## config.mk

```make
export PLATFORM = sky130hd
export DESIGN_NAME = wasm_cmp_unit
export DESIGN_NICKNAME = d
export VERILOG_FILES = /design/src/rtl/wasm_cmp_pkg.sv /design/src/rtl/wasm_cmp_unit_chunk.sv /design/src/rtl/wasm_cmp_unit.sv
export SDC_FILE = /design/constraint.sdc
export NUM_CORES = 1
export LEC_CHECK = 0
export ABC_AREA = 1
export CAP_MARGIN = 20
export CELL_PAD_IN_SITES_DETAIL_PLACEMENT = 1
export CELL_PAD_IN_SITES_GLOBAL_PLACEMENT = 2
export CORE_MARGIN = 8
export CORE_UTILIZATION = 28
export DETAILED_ROUTE_END_ITERATION = 8
export GPL_TIMING_DRIVEN = 0
export HOLD_SLACK_MARGIN = 0.15
export PLACE_DENSITY = 0.89
export SLEW_MARGIN = 15
export SYNTH_ARGS = -nofsm -noshare
export SYNTH_HDL_FRONTEND = slang
export SYNTH_SLANG_ARGS = --single-unit
```

## constraint.sdc

```tcl
create_clock -name clk -period 3 [get_ports clk]
set_input_delay 0.3 -clock clk [delete_from_list [all_inputs] [get_ports clk]]
set_output_delay 0.3 -clock clk [all_outputs]
set_load 0.02 [all_outputs]
```

## src/rtl/wasm_cmp_pkg.sv

```systemverilog
// Shared opcode encodings, FSM states and opcode helpers for the wasm integer comparison unit.
package wasm_cmp_pkg;

  localparam logic [3:0] OP_EQZ  = 4'd0;
  localparam logic [3:0] OP_EQ   = 4'd1;
  localparam logic [3:0] OP_NE   = 4'd2;
  localparam logic [3:0] OP_LT_S = 4'd3;
  localparam logic [3:0] OP_LT_U = 4'd4;
  localparam logic [3:0] OP_GT_S = 4'd5;
  localparam logic [3:0] OP_GT_U = 4'd6;
  localparam logic [3:0] OP_LE_S = 4'd7;
  localparam logic [3:0] OP_LE_U = 4'd8;
  localparam logic [3:0] OP_GE_S = 4'd9;
  localparam logic [3:0] OP_GE_U = 4'd10;
  localparam logic [3:0] OP_LAST = OP_GE_U;

  typedef enum logic [1:0] {
    ST_IDLE,
    ST_SCAN,
    ST_DONE
  } state_e;

  function automatic logic is_signed(input logic [3:0] op);
    return (op == OP_LT_S) || (op == OP_GT_S) || (op == OP_LE_S) || (op == OP_GE_S);
  endfunction

  function automatic logic map_result(input logic [3:0] op, input logic eq, input logic lt);
    case (op)
      OP_EQZ, OP_EQ:    return eq;
      OP_NE:            return !eq;
      OP_LT_S, OP_LT_U: return lt;
      OP_GT_S, OP_GT_U: return !lt && !eq;
      OP_LE_S, OP_LE_U: return lt || eq;
      default:          return !lt;
    endcase
  endfunction

endpackage

```

## src/rtl/wasm_cmp_unit_chunk.sv

```systemverilog
// One-chunk unsigned comparator; optionally flips the MSB of both sides so a
// signed top chunk compares correctly as unsigned.
module cmp_chunk #(
  parameter int unsigned CHUNK = 16
) (
  input  logic [CHUNK-1:0] x,
  input  logic [CHUNK-1:0] y,
  input  logic             invert_msb,
  output logic             eq_c,
  output logic             lt_c
);

  logic [CHUNK-1:0] flip;
  logic [CHUNK-1:0] xm;
  logic [CHUNK-1:0] ym;

  always_comb begin
    flip            = '0;
    flip[CHUNK-1]   = invert_msb;
    xm              = x ^ flip;
    ym              = y ^ flip;
    eq_c            = (xm == ym);
    lt_c            = (xm < ym);
  end

endmodule

```

## src/rtl/wasm_cmp_unit.sv

```systemverilog
// Multi-cycle wasm i32/i64 relational unit: scans operands MSB chunk first and
// stops at the first differing chunk.
module wasm_cmp_unit
  import wasm_cmp_pkg::*;
#(
  parameter int unsigned WIDTH = 64,
  parameter int unsigned CHUNK = 16
) (
  input  logic             clk,
  input  logic             reset,
  input  logic             in_valid,
  output logic             in_ready,
  input  logic [3:0]       op,
  input  logic             is64,
  input  logic [WIDTH-1:0] a,
  input  logic [WIDTH-1:0] b,
  output logic             out_valid,
  input  logic             out_ready,
  output logic [63:0]      result,
  output logic             error
);

  localparam int unsigned NCH = 64 / CHUNK;
  localparam int unsigned CW  = (NCH > 1) ? $clog2(NCH) : 1;

  state_e            state_q, state_d;
  logic [63:0]       a_q, a_d, b_q, b_d;
  logic [3:0]        op_q, op_d;
  logic              is64_q, is64_d;
  logic              ill_q, ill_d;
  logic [CW-1:0]     cnt_q, cnt_d;
  logic              res_q, res_d;
  logic              err_q, err_d;

  logic [63:0]       a_ext, b_ext;
  logic [CHUNK-1:0]  xa, xb;
  logic [CW-1:0]     top_idx;
  logic              inv_msb, eq_c, lt_c;

  always_comb begin
    a_ext            = '0;
    b_ext            = '0;
    a_ext[WIDTH-1:0] = a;
    b_ext[WIDTH-1:0] = b;
    if (!is64) begin
      a_ext[63:32] = '0;
      b_ext[63:32] = '0;
    end
    if (op == OP_EQZ) b_ext = '0;
  end

  assign top_idx = is64_q ? CW'(NCH - 1) : CW'(NCH / 2 - 1);
  assign inv_msb = is_signed(op_q) && (cnt_q == top_idx);

  always_comb begin
    xa = '0;
    xb = '0;
    for (int unsigned i = 0; i < NCH; i++) begin
      if (cnt_q == CW'(i)) begin
        xa = a_q[i*CHUNK +: CHUNK];
        xb = b_q[i*CHUNK +: CHUNK];
      end
    end
  end

  cmp_chunk #(.CHUNK(CHUNK)) u_chunk (
    .x          (xa),
    .y          (xb),
    .invert_msb (inv_msb),
    .eq_c       (eq_c),
    .lt_c       (lt_c)
  );

  // Illegal requests still pass through SCAN for one cycle so that every
  // response, legal or not, appears at least one edge after accept.
  always_comb begin
    state_d = state_q;
    a_d     = a_q;
    b_d     = b_q;
    op_d    = op_q;
    is64_d  = is64_q;
    ill_d   = ill_q;
    cnt_d   = cnt_q;
    res_d   = res_q;
    err_d   = err_q;
    case (state_q)
      ST_IDLE: begin
        if (in_valid) begin
          a_d     = a_ext;
          b_d     = b_ext;
          op_d    = op;
          is64_d  = is64;
          ill_d   = (op > OP_LAST) || (is64 && (WIDTH == 32));
          cnt_d   = is64 ? CW'(NCH - 1) : CW'(NCH / 2 - 1);
          res_d   = 1'b0;
          err_d   = 1'b0;
          state_d = ST_SCAN;
        end
      end
      ST_SCAN: begin
        if (ill_q) begin
          err_d   = 1'b1;
          res_d   = 1'b0;
          state_d = ST_DONE;
        end else if (!eq_c || (cnt_q == '0)) begin
          res_d   = map_result(op_q, eq_c, lt_c);
          state_d = ST_DONE;
        end else begin
          cnt_d = cnt_q - 1'b1;
        end
      end
      ST_DONE: begin
        if (out_ready) state_d = ST_IDLE;
      end
      default: state_d = ST_IDLE;
    endcase
  end

  always_ff @(posedge clk or negedge reset) begin
    if (!reset) begin
      state_q <= ST_IDLE;
      a_q     <= '0;
      b_q     <= '0;
      op_q    <= '0;
      is64_q  <= 1'b0;
      ill_q   <= 1'b0;
      cnt_q   <= '0;
      res_q   <= 1'b0;
      err_q   <= 1'b0;
    end else begin
      state_q <= state_d;
      a_q     <= a_d;
      b_q     <= b_d;
      op_q    <= op_d;
      is64_q  <= is64_d;
      ill_q   <= ill_d;
      cnt_q   <= cnt_d;
      res_q   <= res_d;
      err_q   <= err_d;
    end
  end

  assign in_ready  = (state_q == ST_IDLE);
  assign out_valid = (state_q == ST_DONE);
  assign result    = {63'b0, res_q};
  assign error     = err_q;

endmodule
```

==> out/results.tsv <==
stage	metric	value	unit
finish	most frequent cells in the layout	267 x nand2_1, 140 x dfrtp_1, 138 x clkdlybuf4s50_1	
sta	RSZ-0062 raised after global routing	true	
place	dpl hpwl	21.88	mm
clocking	total CTS buffers	17	
power_and_ir_drop	P_int	0.006461	W
global_route	gr busiest metal	met2	
finish	Layout Nets	1335	
global_route	grt total ovfl	0	
logic_synthesis	Gate Count Post-Synth	940	
clocking	TritonCTS clock tree	built	
logic_synthesis	mux contribution to synthesized area	0	%
place	Placement Cell Area	9764	sq um
job	Max-cap violations	0	
place	PortBufs	139	
power_and_ir_drop	maximum VDD drop	0.5218	mV
logic_synthesis	Mapped Avg Cell Area	8.171	sq um
logic_synthesis	compound-cell area share of the yosys netlist	16.47	%
global_route	gr usage total	17.09	%
logic_synthesis	mapped cell area	7681	sq um
die	Die Wd	181.6	microns
power_and_ir_drop	Sw Ratio	41.96	%
drt	Vias	7164	
power_and_ir_drop	combinational share of power	49.6	%
logic_synthesis	sequential share of the synthesized area	45.61	%
critical_path	WP data arrival	3330	ps
die	# rows	60	
finish	Final Util	40.20	%
die	core box area	26950	sq um
logic_synthesis	Netlist cell types	40	
die	DIE AREA	32990	sq um
sta	Least-Margin Pin Slew	739.9	ps
clocking	clk_lat worst skew	430	ps
logic_synthesis	Synth Area in Simple Gates	19.87	%
finish	Post-Layout Inst Area	10840	sq um
die	I/O pin cnt	204	
sta	fmax	336.0	MHz
logic_synthesis	yosys warns	0	
critical_path	Critical Path Start Type	flip-flop	
power_and_ir_drop	Pleak	5.161	nW
logic_synthesis	xor/xnor cell area share of the yosys netlist	0.2281	%
sta	worst hold slack	252.7	ps
global_route	Global Route met3 Usage	3.693	%
finish	share of cells above drive strength 1	18.24	%
power_and_ir_drop	power share of the clock group	21.8	%
sta	Max Transition Viols Final	0	
drt	DR WL/cell	18.82	microns
power_and_ir_drop	Sequential Power Share	28.6	%
clocking	Clock Pin Slew Worst Setup and Hold Paths	60	ps
power_and_ir_drop	Pwr Density	1027	nW/um^2
drt	WL final	28.82	mm
logic_synthesis	cell taking the most area after synthesis	dfrtp_1	
sta	final hold vios	0	
finish	area delta synth->final	41.07	%
clocking	clk sinks	140	
drt	Residual DRC	0	
global_route	met1 GRT Util	21.64	%
drt	Via-to-Cell Ratio	4.679	
logic_synthesis	top cell type's share of synthesized area	45.61	%
drt	1st-pass router iterations	5	
drt	DRT antenna net count	0	
global_route	vias in the first global route	7758	
critical_path	Worst Setup Path Type	flip-flop to flip-flop	
logic_synthesis	number of synthesized register bits	140	
drt	DRT iter0 DRCs	482	
worst_hold_path	Hold Crit Class	primary input to flip-flop	
clocking	Max clock buf depth	2	
place	placer congestion estimate	0.8253	
global_route	antenna violations before repair	0	
finish	most common cell after layout, fill and taps aside	nand2_1	
critical_path	CP max FO	7	
global_route	largest net degree at the start of global routing	72	
critical_path	crit end category	flip-flop	
critical_path	Critical Path RT	3350	ps
run_status	status	complete, no violations	
die	die height	181.6	microns
logic_synthesis	Post-Synth Adder-Cell Area	3.258	%
sta	fin crit share	99.22	%
sta	Max Clock Skew	9.659	ps
global_route	first-pass GRT wire length	43.69	mm
die	Initial Util	28.50	%
global_route	met2 GRT Util	28.38	%
logic_synthesis	Synth area leaders	dfrtp_1 46%, nand2_1 13%, buf_4 6.9%	
logic_synthesis	largest family of logic cells by synthesized area	simple AND/OR/NAND/NOR gates	
sta	final setup fails	0	
sta	post-layout minimum cycle time	2976	ps
sta	Slew HR	50.26	%
clocking	H-tree depth	4	
clocking	Root Driver	clkbuf_16	
finish	Ant. Diodes	0	
power_and_ir_drop	Sw Pwr	0.004671	W
[kinds of logic after synthesis]
family                     after synthesis
DFF                                    140
and+or+nand+nor                        353
other                                    1
AOI/OAI and AO/OA                      221
buffers and inverters                  203
xor gates and xnor gates                 2
adders and majority gates               20
[cells in the mapped netlist, drive strengths merged]
cell type / instances
nor4: 1
xnor2: 1
nand3: 61
o22ai: 31
nand4: 3
inv: 80
clkinv: 1
nor3b: 1
o21ai: 119
o211ai: 20
xor2: 1
a21o: 1
nor3: 1
buf: 104
dfrtp: 140
a22o: 1
o221ai: 4
clkbuf: 18
nor2: 13
a22oi: 3
o31ai: 1
conb: 1
a21oi: 40
ha: 20
nand2: 273
a31oi: 1
[repair_timing]
item	4_1_cts	5_1_grt
hold buffers	1	0
setup buffers	3	12
setup endpoints to repair	5	5
gates cloned	0	1
gates resized for setup	47	36
pin swaps	10	17
hold endpoints to repair	70	0
[sequential cells by signal, summed over array words and instances (netlist names)]
register and flops:
a_q 64, error 1, state_q 2, res_q 1, b_q 64, cnt_q 2, op_q 4, is64_q 1
ill_q 1
[layout make-up]
cell class | instances | area (sq um)
Sequential cell | 140 | 3503
Tap cell | 341 | 426.7
Buffer | 122 | 893.4
Inverter | 81 | 319.1
Multi-Input combinational cell | 659 | 3445
Timing Repair Buffer | 157 | 1572
Clock inverter | 9 | 182.7
Clock buffer | 22 | 494.2
Fill cell | 3181 | 16120
[final timing paths]
check / start / endpoint / slack (ps) / depth (start not counted)
max: cnt_q[0]$_DFFE_PN0P_ / cnt_q[0]$_DFFE_PN0P_ / 20 / 18
min: is64 / a_q[61]$_DFFE_PN0P_ / 250 / 3
max reg2reg: cnt_q[0]$_DFFE_PN0P_ / cnt_q[0]$_DFFE_PN0P_ / 20 / 18
min reg2reg: b_q[58]$_DFFE_PN0P_ / b_q[58]$_DFFE_PN0P_ / 480 / 2
max in group asynchronous: reset / op_q[1]$_DFFE_PN0P_ / 1820 / 3
min in group asynchronous: reset / a_q[23]$_DFFE_PN0P_ / 430 / 2
[metrics by stage]
| stage | TNS (ps) | power [W] | std cells | worst slack [ps] |
|---|---|---|---|---|
| floorplan | 0 | 0.006260 | 1002 | 386.7 |
| global placement | -599610 | 0.007768 | 1482 | -4282 |
| detailed placement | -1971 | 0.007948 | 1483 | -482.8 |
| CTS | 0 | 0.01075 | 1518 | 8.644 |
| global route | -401.7 | 0.01192 | 1531 | -143.7 |
| finish | 0 | 0.01113 | 1531 | 23.51 |
[routing by layer]
| metal | up-vias | routed length [microns] |
|---|---|---|
| li1 | 3455 | - |
| met1 | 3502 | 12970 |
| met2 | 171 | 13970 |
| met5 | - | 0 |
| met3 | 36 | 1258 |
| met4 | 0 | 630 |
[power groups by stage]
stage | combinational [W] | clock (W) | sequential [W]
3_3_place_gp | 0.00460 | 0 | 0.00317
6_report | 0.00552 | 0.00243 | 0.00318
2_1_floorplan | 0.00324 | 0 | 0.00302
3_5_place_dp | 0.00476 | 0 | 0.00318
4_1_cts | 0.00512 | 0.00245 | 0.00317
5_1_grt | 0.00613 | 0.00252 | 0.00327
[worst max-delay path, stage by stage, from the launching register on]
cell	delay (ps)
dfrtp_1	440
inv_2	160
ha_4	160
buf_12	140
nand2_8	80
buf_8	140
o22ai_2	90
nand2_1	80
o211ai_1	160
o21ai_1	140
ha_1	300
nand2_2	70
nor2_4	120
nand4_1	180
nor2_4	220
nand3_4	130
nand2_4	120
o21ai_1	70
o21ai_1	100
Note: power is estimated with default switching activity, not from simulation.
